[src/rtl/alu_seq_pkg.sv]
// alu_seq_pkg
// Shared types for the ALU sequencer: opcode and FSM state encodings, plus
// helpers classifying which opcodes touch the flags and which write R[rd].
package alu_seq_pkg;

    typedef enum logic [3:0] {
        OP_ADD  = 4'd0,
        OP_SUB  = 4'd1,
        OP_SHL  = 4'd2,
        OP_SHR  = 4'd3,
        OP_CMP  = 4'd4,
        OP_AND  = 4'd5,
        OP_OR   = 4'd6,
        OP_XOR  = 4'd7,
        OP_NAND = 4'd8,
        OP_NOR  = 4'd9,
        OP_XNOR = 4'd10,
        OP_INV  = 4'd11,
        OP_NEG  = 4'd12,
        OP_STO  = 4'd13,
        OP_SWP  = 4'd14,
        OP_LOAD = 4'd15
    } op_e;

    typedef enum logic [2:0] {
        S_IDLE,
        S_READ,
        S_EXEC,
        S_WRITE,
        S_WRITE2
    } state_e;

    // Every ALU opcode (ADD..NEG) updates flags; the data-movement ops do not.
    function automatic logic updates_flags(input op_e op);
        return !(op == OP_STO || op == OP_SWP || op == OP_LOAD);
    endfunction

    // CMP only sets flags and STO only drives dout; everything else writes rd.
    function automatic logic writes_rd(input op_e op);
        return !(op == OP_CMP || op == OP_STO);
    endfunction

endpackage

[src/rtl/alu_core.sv]
// alu_core
// Combinational 16-operation ALU. Data-movement opcodes (STO/SWP/LOAD) pass
// A through; their result is never used for flags.
// Ports:
//   op     : opcode
//   a, b   : operands (unary ops use a only)
//   result : WIDTH-bit result
//   c      : carry / borrow / shifted-out bit
//   z, n   : zero and MSB of result
module alu_core
    import alu_seq_pkg::*;
#(
    parameter int WIDTH = 8
) (
    input  op_e              op,
    input  logic [WIDTH-1:0] a,
    input  logic [WIDTH-1:0] b,
    output logic [WIDTH-1:0] result,
    output logic             c,
    output logic             z,
    output logic             n
);

    logic [WIDTH:0] sum;
    logic [WIDTH:0] diff;

    assign sum  = {1'b0, a} + {1'b0, b};
    // Top bit of the extended difference is the unsigned borrow (a < b).
    assign diff = {1'b0, a} - {1'b0, b};

    always_comb begin
        result = a;
        c      = 1'b0;
        unique case (op)
            OP_ADD:  begin result = sum[WIDTH-1:0];  c = sum[WIDTH];  end
            OP_SUB,
            OP_CMP:  begin result = diff[WIDTH-1:0]; c = diff[WIDTH]; end
            OP_SHL:  begin result = {a[WIDTH-2:0], 1'b0}; c = a[WIDTH-1]; end
            OP_SHR:  begin result = {1'b0, a[WIDTH-1:1]}; c = a[0]; end
            OP_AND:  result = a & b;
            OP_OR:   result = a | b;
            OP_XOR:  result = a ^ b;
            OP_NAND: result = ~(a & b);
            OP_NOR:  result = ~(a | b);
            OP_XNOR: result = ~(a ^ b);
            OP_INV:  result = ~a;
            OP_NEG:  begin result = '0 - a; c = |a; end
            default: result = a;
        endcase
    end

    assign z = ~|result;
    assign n = result[WIDTH-1];

endmodule

[src/rtl/alu_sequencer.sv]
// alu_sequencer
// Multi-cycle controller: accepts one instruction in IDLE, reads operands
// from the inline register file (READ), latches the ALU result (EXEC), then
// commits register/flag/dout updates (WRITE, plus WRITE2 for SWP).
// Ports:
//   clk, rst                 : clock, async active-high reset
//   instr_valid/instr_ready  : instruction handshake (ready only in IDLE)
//   instr_op/rd/rs/imm       : instruction fields
//   done                     : one-cycle pulse when instruction retires
//   flag_z/flag_c/flag_n     : status flags
//   dout, dout_valid         : STO output register and its pulse
//   dbg_addr, dbg_data       : combinational register file peek
module alu_sequencer
    import alu_seq_pkg::*;
#(
    parameter int WIDTH  = 8,
    parameter int REG_AW = 2
) (
    input  logic              clk,
    input  logic              rst,
    input  logic              instr_valid,
    output logic              instr_ready,
    input  logic [3:0]        instr_op,
    input  logic [REG_AW-1:0] instr_rd,
    input  logic [REG_AW-1:0] instr_rs,
    input  logic [WIDTH-1:0]  instr_imm,
    output logic              done,
    output logic              flag_z,
    output logic              flag_c,
    output logic              flag_n,
    output logic [WIDTH-1:0]  dout,
    output logic              dout_valid,
    input  logic [REG_AW-1:0] dbg_addr,
    output logic [WIDTH-1:0]  dbg_data
);

    localparam int NREGS = 1 << REG_AW;

    state_e            state, state_nx;
    op_e               op_q;
    logic [REG_AW-1:0] rd_q, rs_q;
    logic [WIDTH-1:0]  imm_q, a_q, b_q, res_q;
    logic              zn_q, cn_q, nn_q;     // flags computed in EXEC
    logic [WIDTH-1:0]  regs [NREGS];

    logic [WIDTH-1:0]  alu_res;
    logic              alu_c, alu_z, alu_n;

    logic              we;
    logic [REG_AW-1:0] waddr;
    logic [WIDTH-1:0]  wdata;

    alu_core #(.WIDTH(WIDTH)) u_alu (
        .op     (op_q),
        .a      (a_q),
        .b      (b_q),
        .result (alu_res),
        .c      (alu_c),
        .z      (alu_z),
        .n      (alu_n)
    );

    assign instr_ready = (state == S_IDLE);
    assign dbg_data    = regs[dbg_addr];

    // ---------------- FSM ----------------
    always_ff @(posedge clk or posedge rst) begin
        if (rst) state <= S_IDLE;
        else     state <= state_nx;
    end

    always_comb begin
        state_nx = state;
        unique case (state)
            S_IDLE:   if (instr_valid) state_nx = S_READ;
            S_READ:   state_nx = S_EXEC;
            S_EXEC:   state_nx = S_WRITE;
            S_WRITE:  state_nx = (op_q == OP_SWP) ? S_WRITE2 : S_IDLE;
            S_WRITE2: state_nx = S_IDLE;
            default:  state_nx = S_IDLE;
        endcase
    end

    // Single write port: rd in WRITE, rs in WRITE2 (SWP second half).
    always_comb begin
        we    = 1'b0;
        waddr = rd_q;
        wdata = res_q;
        if (state == S_WRITE && writes_rd(op_q)) begin
            we = 1'b1;
            if (op_q == OP_LOAD)     wdata = imm_q;
            else if (op_q == OP_SWP) wdata = b_q;
        end else if (state == S_WRITE2) begin
            we    = 1'b1;
            waddr = rs_q;
            wdata = a_q;
        end
    end

    always_ff @(posedge clk or posedge rst) begin
        if (rst) begin
            for (int i = 0; i < NREGS; i++) regs[i] <= '0;
        end else if (we) begin
            regs[waddr] <= wdata;
        end
    end

    // ---------------- Datapath ----------------
    always_ff @(posedge clk or posedge rst) begin
        if (rst) begin
            op_q       <= OP_ADD;
            rd_q       <= '0;
            rs_q       <= '0;
            imm_q      <= '0;
            a_q        <= '0;
            b_q        <= '0;
            res_q      <= '0;
            zn_q       <= 1'b0;
            cn_q       <= 1'b0;
            nn_q       <= 1'b0;
            flag_z     <= 1'b0;
            flag_c     <= 1'b0;
            flag_n     <= 1'b0;
            dout       <= '0;
            done       <= 1'b0;
            dout_valid <= 1'b0;
        end else begin
            done       <= (state == S_WRITE && op_q != OP_SWP) || (state == S_WRITE2);
            dout_valid <= (state == S_WRITE && op_q == OP_STO);
            unique case (state)
                S_IDLE: if (instr_valid) begin
                    op_q  <= op_e'(instr_op);
                    rd_q  <= instr_rd;
                    rs_q  <= instr_rs;
                    imm_q <= instr_imm;
                end
                S_READ: begin
                    a_q <= regs[rd_q];
                    b_q <= regs[rs_q];
                end
                S_EXEC: begin
                    res_q <= alu_res;
                    zn_q  <= alu_z;
                    cn_q  <= alu_c;
                    nn_q  <= alu_n;
                end
                S_WRITE: begin
                    if (updates_flags(op_q)) begin
                        flag_z <= zn_q;
                        flag_c <= cn_q;
                        flag_n <= nn_q;
                    end
                    if (op_q == OP_STO) dout <= a_q;
                end
                default: ;
            endcase
        end
    end

endmodule

[config.mk]
export PLATFORM = sky130hd
export DESIGN_NAME = alu_sequencer
export DESIGN_NICKNAME = d
export VERILOG_FILES = /design/src/rtl/alu_seq_pkg.sv /design/src/rtl/alu_core.sv /design/src/rtl/alu_sequencer.sv
export SDC_FILE = /design/constraint.sdc
export NUM_CORES = 1
export LEC_CHECK = 0
export CORE_MARGIN = 2
export CORE_UTILIZATION = 55
export DETAILED_ROUTE_END_ITERATION = 8
export PLACE_DENSITY = 0.75
export SLEW_MARGIN = 20
export SYNTH_ARGS = -nofsm -noshare
export SYNTH_HDL_FRONTEND = slang
export SYNTH_HIERARCHICAL = 1
export SYNTH_SLANG_ARGS = --single-unit
[constraint.sdc]
create_clock -name clk -period 8.6 [get_ports clk]
set_input_delay 1.72 -clock clk [delete_from_list [all_inputs] [get_ports clk]]
set_output_delay 1.72 -clock clk [all_outputs]
set_load 0.01 [all_outputs]
==> flow_summary.rst, run 1 <==
.. list-table::
   :header-rows: 1

   * - Metric
     - Value
   * - Result of the run
     - finished clean
   * - Most used flip-flop cell after synthesis
     - dfrtp_1
   * - Number of instances resized during post-cts repair
     - 0
   * - Synthesized netlist net count
     - 694
   * - Synth Area in Compound Gates
     - about a fifth
   * - Instance count of the mapped netlist
     - ~650
   * - DR WL/cell
     - about 23 microns
   * - Adder-cell share of the synthesized area
     - 5.267%
   * - H-tree depth reported by CTS
     - 3
   * - Crit path time final
     - 5342 ps
   * - Net switching power figure
     - between 0.0015 and 0.002 W
   * - Count of standard-cell rows
     - 40
   * - Clock transition at the registers of the reported paths
     - 70 ps
   * - Maximum operating frequency
     - approximately 190 MHz
   * - Register bit count reported by yosys
     - 91
   * - Number of distinct library cell variants in the gate-level netlist after synthesis
     - approximately 80
   * - Pwr per Cell Area
     - between 400 and 500 nW/um^2
   * - Vias
     - ~5700
   * - Number of endpoints failing setup at the final stage
     - 0
   * - Die area
     - approximately 13000 sq um
   * - Area contributors post-synth
     - dfrtp_1 (34%), mux2_2 (9.6%), mux4_2 (8.7%)
   * - Number of CTS-inserted buffers
     - 9
   * - Startpoint class of the critical path
     - primary input
   * - Transition at the pin with the smallest max-transition slack
     - 1080 ps
   * - Switching part of the total power
     - a little under half
   * - Initial Util
     - between 50% and 60%
   * - Syn-to-layout area delta
     - 10.74%
   * - Via count of the first global-routing pass
     - between 5000 and 6000
   * - Final worst-path cycle share
     - 62.11%
   * - First-pass GRT wire length
     - around 30000 microns
   * - Share of synthesized registers carrying an async set or reset
     - 100.0%
   * - Synth Area in XOR/XNOR
     - between 1 and 1.5%
   * - IO buf count
     - 42
   * - Leakage component of the power
     - a little over 3 nW
   * - Residual antenna-violating net count after detailed routing
     - 0
   * - Boundary pin count
     - 43
   * - Total congestion overflow
     - 0
   * - DRT iter0 DRCs
     - roughly 570
   * - Worst clock skew on the final layout
     - about 11 ps
   * - Hold Violations, Final
     - 0
   * - Mux cell area share after synthesis
     - around a fifth
   * - Sequential element share of the synthesized area
     - about a third
   * - Maximum Capacitance Violations
     - 0
   * - Area share of the largest cell type after synthesis
     - between 30 and 40%
   * - Cell type with the largest total area after synthesis
     - dfrtp_1
   * - Post-synth EDFFs
     - 0
   * - Maximum number of pins on one net before global-route repair
     - 92
   * - Number of inserted filler cells in the final layout
     - 953
   * - Final Max Tran Viols
     - 0
   * - Routed wire length
     - between 15000 and 20000 microns
   * - Share of power burned in combinational logic
     - between 60% and 70%
   * - Worst slack on hold paths
     - just over 500 ps
   * - Proportion of power drawn by the clock network
     - between 10% and 20%
   * - Largest driver fanout on the critical path
     - 8
   * - Height of the die
     - ~110 microns
   * - Post-layout worst setup margin
     - approximately 3300 ps
   * - Most used standard cell by instance count after synthesis
     - dfrtp_1
   * - Main combinational cell family by area after synthesis
     - multiplexers
   * - Data arrival time of the critical path
     - 3620 ps
   * - Crit Path Class
     - primary input to output pin
   * - Clock Sinks
     - between 90 and 100
   * - Most frequent cells after synthesis
     - dfrtp_1 (91), mux2_2 (57), inv_1 (45)
   * - Count of antenna diodes in the layout
     - 0
   * - Via/cell ratio
     - 7.015
   * - Setup TNS after final layout
     - 0 ps
   * - Internal power component
     - about 0.0019 W
   * - Worst VDD drop
     - between 0.3 and 0.4 mV
   * - Type of the most critical hold path
     - register to register
   * - Mean post-synth cell area
     - between 10 and 15 sq um
   * - WP data required
     - around 6900 ps
   * - Number of warnings printed during yosys synthesis
     - 6
   * - Setup repair after global routing missed its margin
     - no
   * - Hpwl dp
     - 13030 microns
   * - Hold buffer count at CTS
     - 0
   * - Worst-case clock buffer depth
     - 2
   * - Sequential cell fraction of total power
     - 26.5%
   * - Cell area after technology mapping
     - 6699 sq um
   * - Clock latency reported for the late side of the worst-skew pair
     - 350 ps
   * - Category of the worst setup path capture point
     - output pin
   * - Placeable core region
     - around 12000 sq um
   * - Nets
     - approximately 710
   * - DR DRC count
     - 0
   * - Number of antenna violations at the first check in global routing
     - 0
   * - Pre-CTS setup slack
     - roughly 3300 ps
   * - Buffer type at the clock tree root
     - clkbuf_16
   * - Non-filler instance count after layout
     - 809
   * - TritonCTS clock tree
     - done
   * - Max transition margin
     - ~28%
   * - Number of post-CTS setup repair buffers
     - 0
   * - Share of cells above drive strength 1
     - about a fifth
   * - Total global-route track usage
     - about 30%
   * - Cells after DPL
     - ~790
   * - Simple-gate portion of the synthesized area
     - about 11%
   * - Final GP Congestion
     - between 0.9 and 1
   * - Number of detailed-routing iterations run before antenna repair
     - 5
   * - Die extent in x
     - approximately 110 microns
-- state kept, by name, summed over array words and instances (netlist names), 2 cells and up --
name	count
op_q	4
dout	8
regs	32
res_q	8
rd_q	2
a_q	8
rs_q	2
b_q	8
state	3
imm_q	8
-- power by group through the flow --
stage,sequential (W),combinational [W],clock (W)
6_report,0.000938,0.00214,0.000462
5_1_grt,0.000975,0.00229,0.000481
4_1_cts,0.000932,0.00209,0.000466
3_5_place_dp,0.000937,0.00207,0
3_3_place_gp,0.000924,0.00204,0
2_1_floorplan,0.000803,0.00165,0
-- metrics by stage --
step                total power [W]  instance area, sq um  util [%]
CTS                        0.003487                  7415     61.99
global route               0.003747                  7418     62.02
floorplan                  0.002456                  6699         -
global placement           0.002964                  7064     59.06
finish                     0.003540                  7418     62.02
detailed placement         0.003005                  7064     59.06
-- final timing paths --
check	start	end	slack (ps)	depth (start not counted)
setup / recovery	dbg_addr[0]	dbg_data[7]	3260	3
hold / removal	flag_c	flag_c	510	1
setup reg to reg	a_q[1]	zn_q	4980	10
hold reg to reg	flag_c	flag_c	510	1
max in group asynchronous	rst	op_q[0]	6100	3
min in group asynchronous	rst	rs_q[1]	1940	3
-- worst max-delay path: stages --
cell and delay (ps):
clkdlybuf4s50_1 810, mux4_2 590, clkdlybuf4s50_1 500
-- cell usage in the layout (no fill, tap or decap), types with 16 or more instances in the layout --
| cell | n |
|---|---|
| mux2_2 | 57 |
| ha_1 | 25 |
| a2bb2oi_1 | 16 |
| nor2_1 | 24 |
| a21oi_1 | 34 |
| o21ai_0 | 24 |
| nand2_1 | 30 |
| mux2i_1 | 16 |
| inv_1 | 44 |
| mux4_2 | 26 |
| dfrtp_1 | 90 |
| clkdlybuf4s50_1 | 42 |
-- layer usage --
layer	global-route usage (%)	routed length (microns)	vias to the layer above
li1	-	-	2481
met1	39.16	7551	2784
met2	47.82	8826	351
met3	4.606	1544	59
met4	13.33	767	0
met5	0	0	-
-- kinds of logic after synthesis --
| family | after synthesis |
|---|---|
| compound gates | 186 |
| xor+xnor | 8 |
| fa+ha+maj | 27 |
| buf+inv | 98 |
| flops | 91 |
| mux | 101 |
| simple gates | 135 |
-- area by class of cell --
class | instances | area, sq um | area share [%]
Multi-Input combinational cell | 457 | 3936 | 53.06
Sequential cell | 91 | 2278 | 30.71
Timing Repair Buffer | 51 | 491.7 | 6.628
Clock buffer | 10 | 239.0 | 3.221
Tap cell | 147 | 183.9 | 2.479
Inverter | 47 | 177.7 | 2.395
Clock inverter | 6 | 111.4 | 1.501
Power figures use the tool's default switching activity.
==> run 2: changes to the inputs <==
==> constraint.sdc (replaced) <==
create_clock -name clk -period 5.3 [get_ports clk]
set_input_delay 1.06 -clock clk [delete_from_list [all_inputs] [get_ports clk]]
set_output_delay 1.06 -clock clk [all_outputs]
set_load 0.01 [all_outputs]
==> run 2 against run 1 <==
Non-clock buffer count up 1. Die area unchanged. Design area is 0.83% lower. Clock skew about the same. Sequential power increased by 79%. Routed wire length increased by 0.80%. Critical path depth stayed put. Critical path type unchanged. Hold slack lost 4.2 ps. Total power grew 58%. Register-to-register slack lost 3300 ps.
==> flow_summary.rst, run 2 (synthesized netlist as in run 1, its figures left out) <==
.. list-table::
   :header-rows: 1

   * - Metric
     - Value
   * - Worst-case clock buffer depth
     - 2
   * - Most common library cell in the layout ignoring fill and taps
     - dfrtp_1
   * - Total global-route track usage
     - between 30% and 40%
   * - Number of antenna violations at the first check in global routing
     - 0
   * - Number of instances on the worst hold path
     - 1
   * - Pwr per Cell Area
     - between 700 and 800 nW/um^2
   * - Crit path time final
     - approximately 4000 ps
   * - Cells after DPL
     - just under 800
   * - Hpwl dp
     - between 10000 and 15000 microns
   * - Clock transition at the registers of the reported paths
     - roughly 70 ps
   * - Flip-flop count of the largest register after layout
     - 32
   * - IO buf count
     - 42
   * - Final GP Congestion
     - 0.9483
   * - Type of the most critical hold path
     - register to register
   * - Number of endpoints failing setup at the final stage
     - 0
   * - DR DRC count
     - 0
   * - Via/cell ratio
     - 6.960
   * - WP data required
     - 4240 ps
   * - Number of inserted filler cells in the final layout
     - between 900 and 1000
   * - Die extent in x
     - about 110 microns
   * - Non-filler instance count after layout
     - just over 800
   * - Startpoint class of the critical path
     - primary input
   * - Number of instances resized during post-cts repair
     - 0
   * - Crit path top cell by count
     - clkdlybuf4s50_1
   * - Cell-by-cell trace of the critical path
     - clkdlybuf4s50_1, mux4_2, clkdlybuf4s50_1
   * - Residual antenna-violating net count after detailed routing
     - 0
   * - CP max-delay cell
     - clkdlybuf4s50_1
   * - Die area
     - about 13000 sq um
   * - Maximum Capacitance Violations
     - 0
   * - Count of standard-cell rows
     - 40
   * - Nets
     - approximately 710
   * - Final worst-path cycle share
     - between 70% and 80%
   * - Overall power consumption
     - ~0.0056 W
   * - Initial Util
     - between 50% and 60%
   * - Register ranked first by flip-flop count
     - regs
   * - Clock latency reported for the late side of the worst-skew pair
     - 340 ps
   * - Category of the worst setup path capture point
     - output pin
   * - Height of the die
     - ~110 microns
   * - Number of detailed-routing iterations run before antenna repair
     - 5
   * - Length of routed met3 wiring
     - roughly 1400 microns
   * - Hold Violations, Final
     - 0
   * - First-pass GRT wire length
     - between 30000 and 40000 microns
   * - Worst clock skew on the final layout
     - around 11 ps
   * - Hold buffer count at CTS
     - 0
   * - H-tree depth reported by CTS
     - 3
   * - Path depth of the worst reg2reg path
     - 10
   * - Commonest cells after routing, fill and taps aside
     - dfrtp_1 (90), mux2_2 (57), inv_1 (44)
   * - Vias
     - between 5000 and 6000
   * - Maximum operating frequency
     - around 250 MHz
   * - Highest metal layer with signal wires
     - met4
   * - TritonCTS clock tree
     - done
   * - Worst VDD drop
     - 0.3974 mV
   * - Setup TNS after final layout
     - 0 ps
   * - Number of CTS-inserted buffers
     - 9
   * - Count of antenna diodes in the layout
     - 0
   * - Detail Route met2 WL
     - 9007 microns
   * - Max transition margin
     - around 28%
   * - Data arrival time of the critical path
     - between 2000 and 3000 ps
   * - Leakage component of the power
     - 3.027 nW
   * - Crit Path Class
     - primary input to output pin
   * - Largest driver fanout on the critical path
     - 8
   * - Final Max Tran Viols
     - 0
   * - Via count of the first global-routing pass
     - ~5600
   * - DR WL/cell
     - approximately 23 microns
   * - Setup repair after global routing missed its margin
     - no
   * - Buffer type at the clock tree root
     - clkbuf_16
   * - Boundary pin count
     - 43
   * - Clock Sinks
     - slightly above 90
   * - Result of the run
     - finished clean
   * - Length of routed wiring on met1
     - about 7700 microns
   * - CP peak stage delay
     - 800 ps
   * - Share of cells above drive strength 1
     - roughly 20%
   * - DRT iter0 DRCs
     - around 550
   * - Number of post-CTS setup repair buffers
     - 0
   * - Transition at the pin with the smallest max-transition slack
     - 1075 ps
   * - Syn-to-layout area delta
     - 9.824%
   * - Routed wire length
     - 18840 microns
   * - Total congestion overflow
     - 0
   * - Placeable core region
     - 11960 sq um
   * - Maximum number of pins on one net before global-route repair
     - 54
-- run 2: path summary, 6_finish.rpt --
kind | start | to | slack [ps]
worst max-delay path | dbg_addr[1] | dbg_data[2] | 1300
worst min-delay path | flag_z | flag_z | 500
worst max register to register | a_q[1] | zn_q | 1670
worst min register to register | flag_z | flag_z | 500
max in group asynchronous | rst | b_q[1] | 3060
min in group asynchronous | rst | rd_q[1] | 1200
-- run 2: routing by layer --
| layer | vias up | track usage, % |
|---|---|---|
| met1 | 2824 | 41.36 |
| li1 | 2491 | - |
| met4 | 0 | 15.28 |
| met3 | 53 | 3.917 |
| met2 | 270 | 48.21 |
| met5 | - | 0 |
-- run 2: layout make-up --
type,instances,area [sq um],area share [%]
multi-input cells,457,3936,53.50
clock buffers,10,239.0,3.248
flip-flops and latches,91,2278,30.97
clock inverters,6,46.29,0.6293
inverters,47,177.7,2.415
well taps,147,183.9,2.500
repair buffers,52,495.5,6.735
-- run 2: critical path, delay by kind of cell --
kind / cells / cell delay, ps
buffers and inverters: 2 / 1290
muxes: 1 / 580
-- run 2: power by group --
| group | internal, W | switching, W | total, W |
|---|---|---|---|
| clock | 0.000335 | 0.000274 | 0.000608 |
| combinational | 0.00159 | 0.00172 | 0.00331 |
| sequential | 0.00103 | 0.000649 | 0.00168 |
-- run 2: per-stage QoR --
step	hold slack (ps)	cell area (sq um)	setup slack [ps]	util (%)
2_1_floorplan	476.7	6699	1876	-
3_3_place_gp	489.9	7072	1327	59.12
3_5_place_dp	494.6	7072	1280	59.12
4_1_cts	509.6	7357	1274	61.51
5_1_grt	521.8	7357	1202	61.51
6_report	504.2	7357	1302	61.51
==> run 3: changes to the inputs <==
--- a/config.mk
+++ b/config.mk
@@ -8,7 +8,7 @@
 export CORE_MARGIN = 2
 export CORE_UTILIZATION = 55
 export DETAILED_ROUTE_END_ITERATION = 8
-export PLACE_DENSITY = 0.75
+export PLACE_DENSITY = 0.78
 export SLEW_MARGIN = 20
 export SYNTH_ARGS = -nofsm -noshare
 export SYNTH_HDL_FRONTEND = slang
==> constraint.sdc (replaced) <==
create_clock -name clk -period 3.5 [get_ports clk]
set_input_delay 0.7 -clock clk [delete_from_list [all_inputs] [get_ports clk]]
set_output_delay 0.7 -clock clk [all_outputs]
set_load 0.01 [all_outputs]
==> run 3 against run 2 <==
Critical path depth is 7 higher. Utilization is 2.7 points higher. Combinational power is 68% higher. Final cell count is 3.7% higher. Register-to-register slack worse by 1400 ps. Sequential cell count stayed put.
==> flow_summary.rst, run 3 (synthesized netlist as in run 1, its figures left out) <==
.. list-table::
   :header-rows: 1

   * - Metric
     - Value
   * - WP data required
     - ~3800 ps
   * - Boundary pin count
     - between 40 and 50
   * - Via/cell ratio
     - about 6.9
   * - Post-DP Area
     - 7310 sq um
   * - Leakage component of the power
     - roughly 3.2 nW
   * - Register ranked first by flip-flop count
     - regs
   * - Destination of the worst register-to-register timing path
     - zn_q
   * - Most common library cell in the layout ignoring fill and taps
     - dfrtp_1
   * - TritonCTS clock tree
     - done
   * - Number of instances on the worst hold path
     - 1
   * - Post-layout worst setup margin
     - around 280 ps
   * - Commonest cells after routing, fill and taps aside
     - dfrtp_1 (90), mux2_2 (57), inv_1 (44)
   * - Nets
     - ~740
   * - RR Startpoint
     - b_q[1]
   * - Hpwl dp
     - around 15000 microns
   * - Via count of the first global-routing pass
     - 5718
   * - Die area
     - ~13000 sq um
   * - Count of standard-cell rows
     - 40
   * - Number of antenna violations at the first check in global routing
     - 0
   * - Worst-case clock buffer depth
     - 2
   * - Number of post-CTS setup repair buffers
     - 0
   * - Category of the worst setup path capture point
     - register
   * - Die extent in x
     - between 100 and 150 microns
   * - Type of the most critical hold path
     - register to register
   * - Final Max Tran Viols
     - 0
   * - Transition at the pin with the smallest max-transition slack
     - 1072 ps
   * - Result of the run
     - finished clean
   * - Worst clock skew on the final layout
     - roughly 11 ps
   * - Number of detailed-routing iterations run before antenna repair
     - 5
   * - Worst VDD drop
     - about 0.65 mV
   * - Routed wire length
     - between 15000 and 20000 microns
   * - Maximum Capacitance Violations
     - 0
   * - Maximum number of pins on one net before global-route repair
     - 92
   * - Hold Violations, Final
     - 0
   * - Placeable core region
     - ~12000 sq um
   * - Pwr per Cell Area
     - 1183 nW/um^2
   * - CP Launch Point
     - b_q[1]
   * - Residual antenna-violating net count after detailed routing
     - 0
   * - Hold buffer count at CTS
     - 0
   * - Share of cells above drive strength 1
     - approximately 23%
   * - Number of inserted filler cells in the final layout
     - around 890
   * - First-pass GRT wire length
     - ~32000 microns
   * - Setup TNS after final layout
     - 0 ps
   * - Final design utilization
     - 64.18%
   * - Number of CTS-inserted buffers
     - 9
   * - Initial Util
     - approximately 56%
   * - H-tree depth reported by CTS
     - 3
   * - Total global-route track usage
     - roughly a third
   * - Buffer type at the clock tree root
     - clkbuf_16
   * - DR WL/cell
     - between 20 and 25 microns
   * - Path depth of the worst reg2reg path
     - 10
   * - Final GP Congestion
     - between 0.9 and 1
   * - Worst slack on hold paths
     - 503.2 ps
   * - Crit Path Class
     - register to register
   * - Clock Sinks
     - 91
   * - Data arrival time of the critical path
     - around 3500 ps
   * - Largest driver fanout on the critical path
     - 4
   * - Syn-to-layout area delta
     - 14.61%
   * - Clock transition at the registers of the reported paths
     - ~70 ps
   * - Max transition margin
     - 28.23%
   * - Setup repair after global routing missed its margin
     - no
   * - Final worst-path cycle share
     - 92.00%
   * - Count of antenna diodes in the layout
     - 0
   * - IO buf count
     - 42
   * - Pre-CTS setup slack
     - about 280 ps
   * - Total congestion overflow
     - 0
   * - Internal reg-to-reg setup slack
     - ~280 ps
   * - DRT iter0 DRCs
     - between 500 and 600
   * - Clock latency reported for the late side of the worst-skew pair
     - 350 ps
   * - Vias
     - between 5000 and 6000
   * - DR DRC count
     - 0
   * - Maximum operating frequency
     - slightly above 300 MHz
   * - Crit path time final
     - 3220 ps
   * - Startpoint class of the critical path
     - register
   * - Final standard cell area without fillers
     - roughly 7700 sq um
   * - Height of the die
     - between 100 and 150 microns
   * - Timing endpoint of the critical path
     - zn_q
   * - Number of instances resized during post-cts repair
     - 0
   * - Number of endpoints failing setup at the final stage
     - 0
   * - Flip-flop count of the largest register after layout
     - 32
[run 3: cell count changes in the layout (fill, tap and decap cells not counted), sizes merged]
cell | before | now
inv | 47 | 44
clkbuf | 10 | 11
bufinv | 0 | 4
buf | 10 | 40
clkinvlp | 2 | 0
[run 3: per-stage QoR]
stage / cells / total power [W]
after floorplan: 646 / 0.006035
after global placement: 824 / 0.007562
after detailed placement: 824 / 0.007707
after CTS: 840 / 0.008947
after global routing: 840 / 0.009570
final: 840 / 0.009083
[run 3: worst max-delay path, stage by stage, from the launching register on]
cell      delay (ps)
dfrtp_1          420
inv_1            170
ha_1             290
o21ba_2          240
or4_1            460
nand4_1          130
nand4b_1         140
o32a_1           380
or4_1            500
nor4b_2          240
mux2_2           180
[run 3: where the power goes]
group	total (W)	leakage, nW	internal [W]	switching, W
Combinational	0.00557	1.96	0.00260	0.00297
Sequential	0.00232	1.08	0.00157	0.000751
Clock	0.00119	0.180	0.000788	0.000404
[run 3: worst min-delay path by stage]
stage | startpoint | endpoint | slack (ps)
2_1_floorplan | cn_q | flag_c | 480
3_3_place_gp | imm_q[2] | imm_q[2] | 490
3_5_place_dp | dout[2] | dout[2] | 500
4_1_cts | dout[5] | dout[5] | 510
5_1_grt | dout[5] | dout[5] | 520
6_report | dout[5] | dout[5] | 500
[run 3: cell type report]
type | count | area (sq um) | share of cell area (%)
clock buffer | 11 | 242.7 | 3.162
timing repair buffer | 82 | 733.2 | 9.550
multi-input combinational | 457 | 3936 | 51.27
sequential | 91 | 2278 | 29.68
clock inverter | 5 | 125.1 | 1.630
tap | 147 | 183.9 | 2.396
inverter | 47 | 177.7 | 2.314
[run 3: routing by layer]
layer / track usage (%) / up-vias / wire length [microns]
met2: 51.19 / 325 / 9554
met5: 0 / - / 0
met1: 41.78 / 2836 / 8042
met4: 13.50 / 0 / 786
li1: - / 2530 / -
met3: 5.611 / 70 / 1469
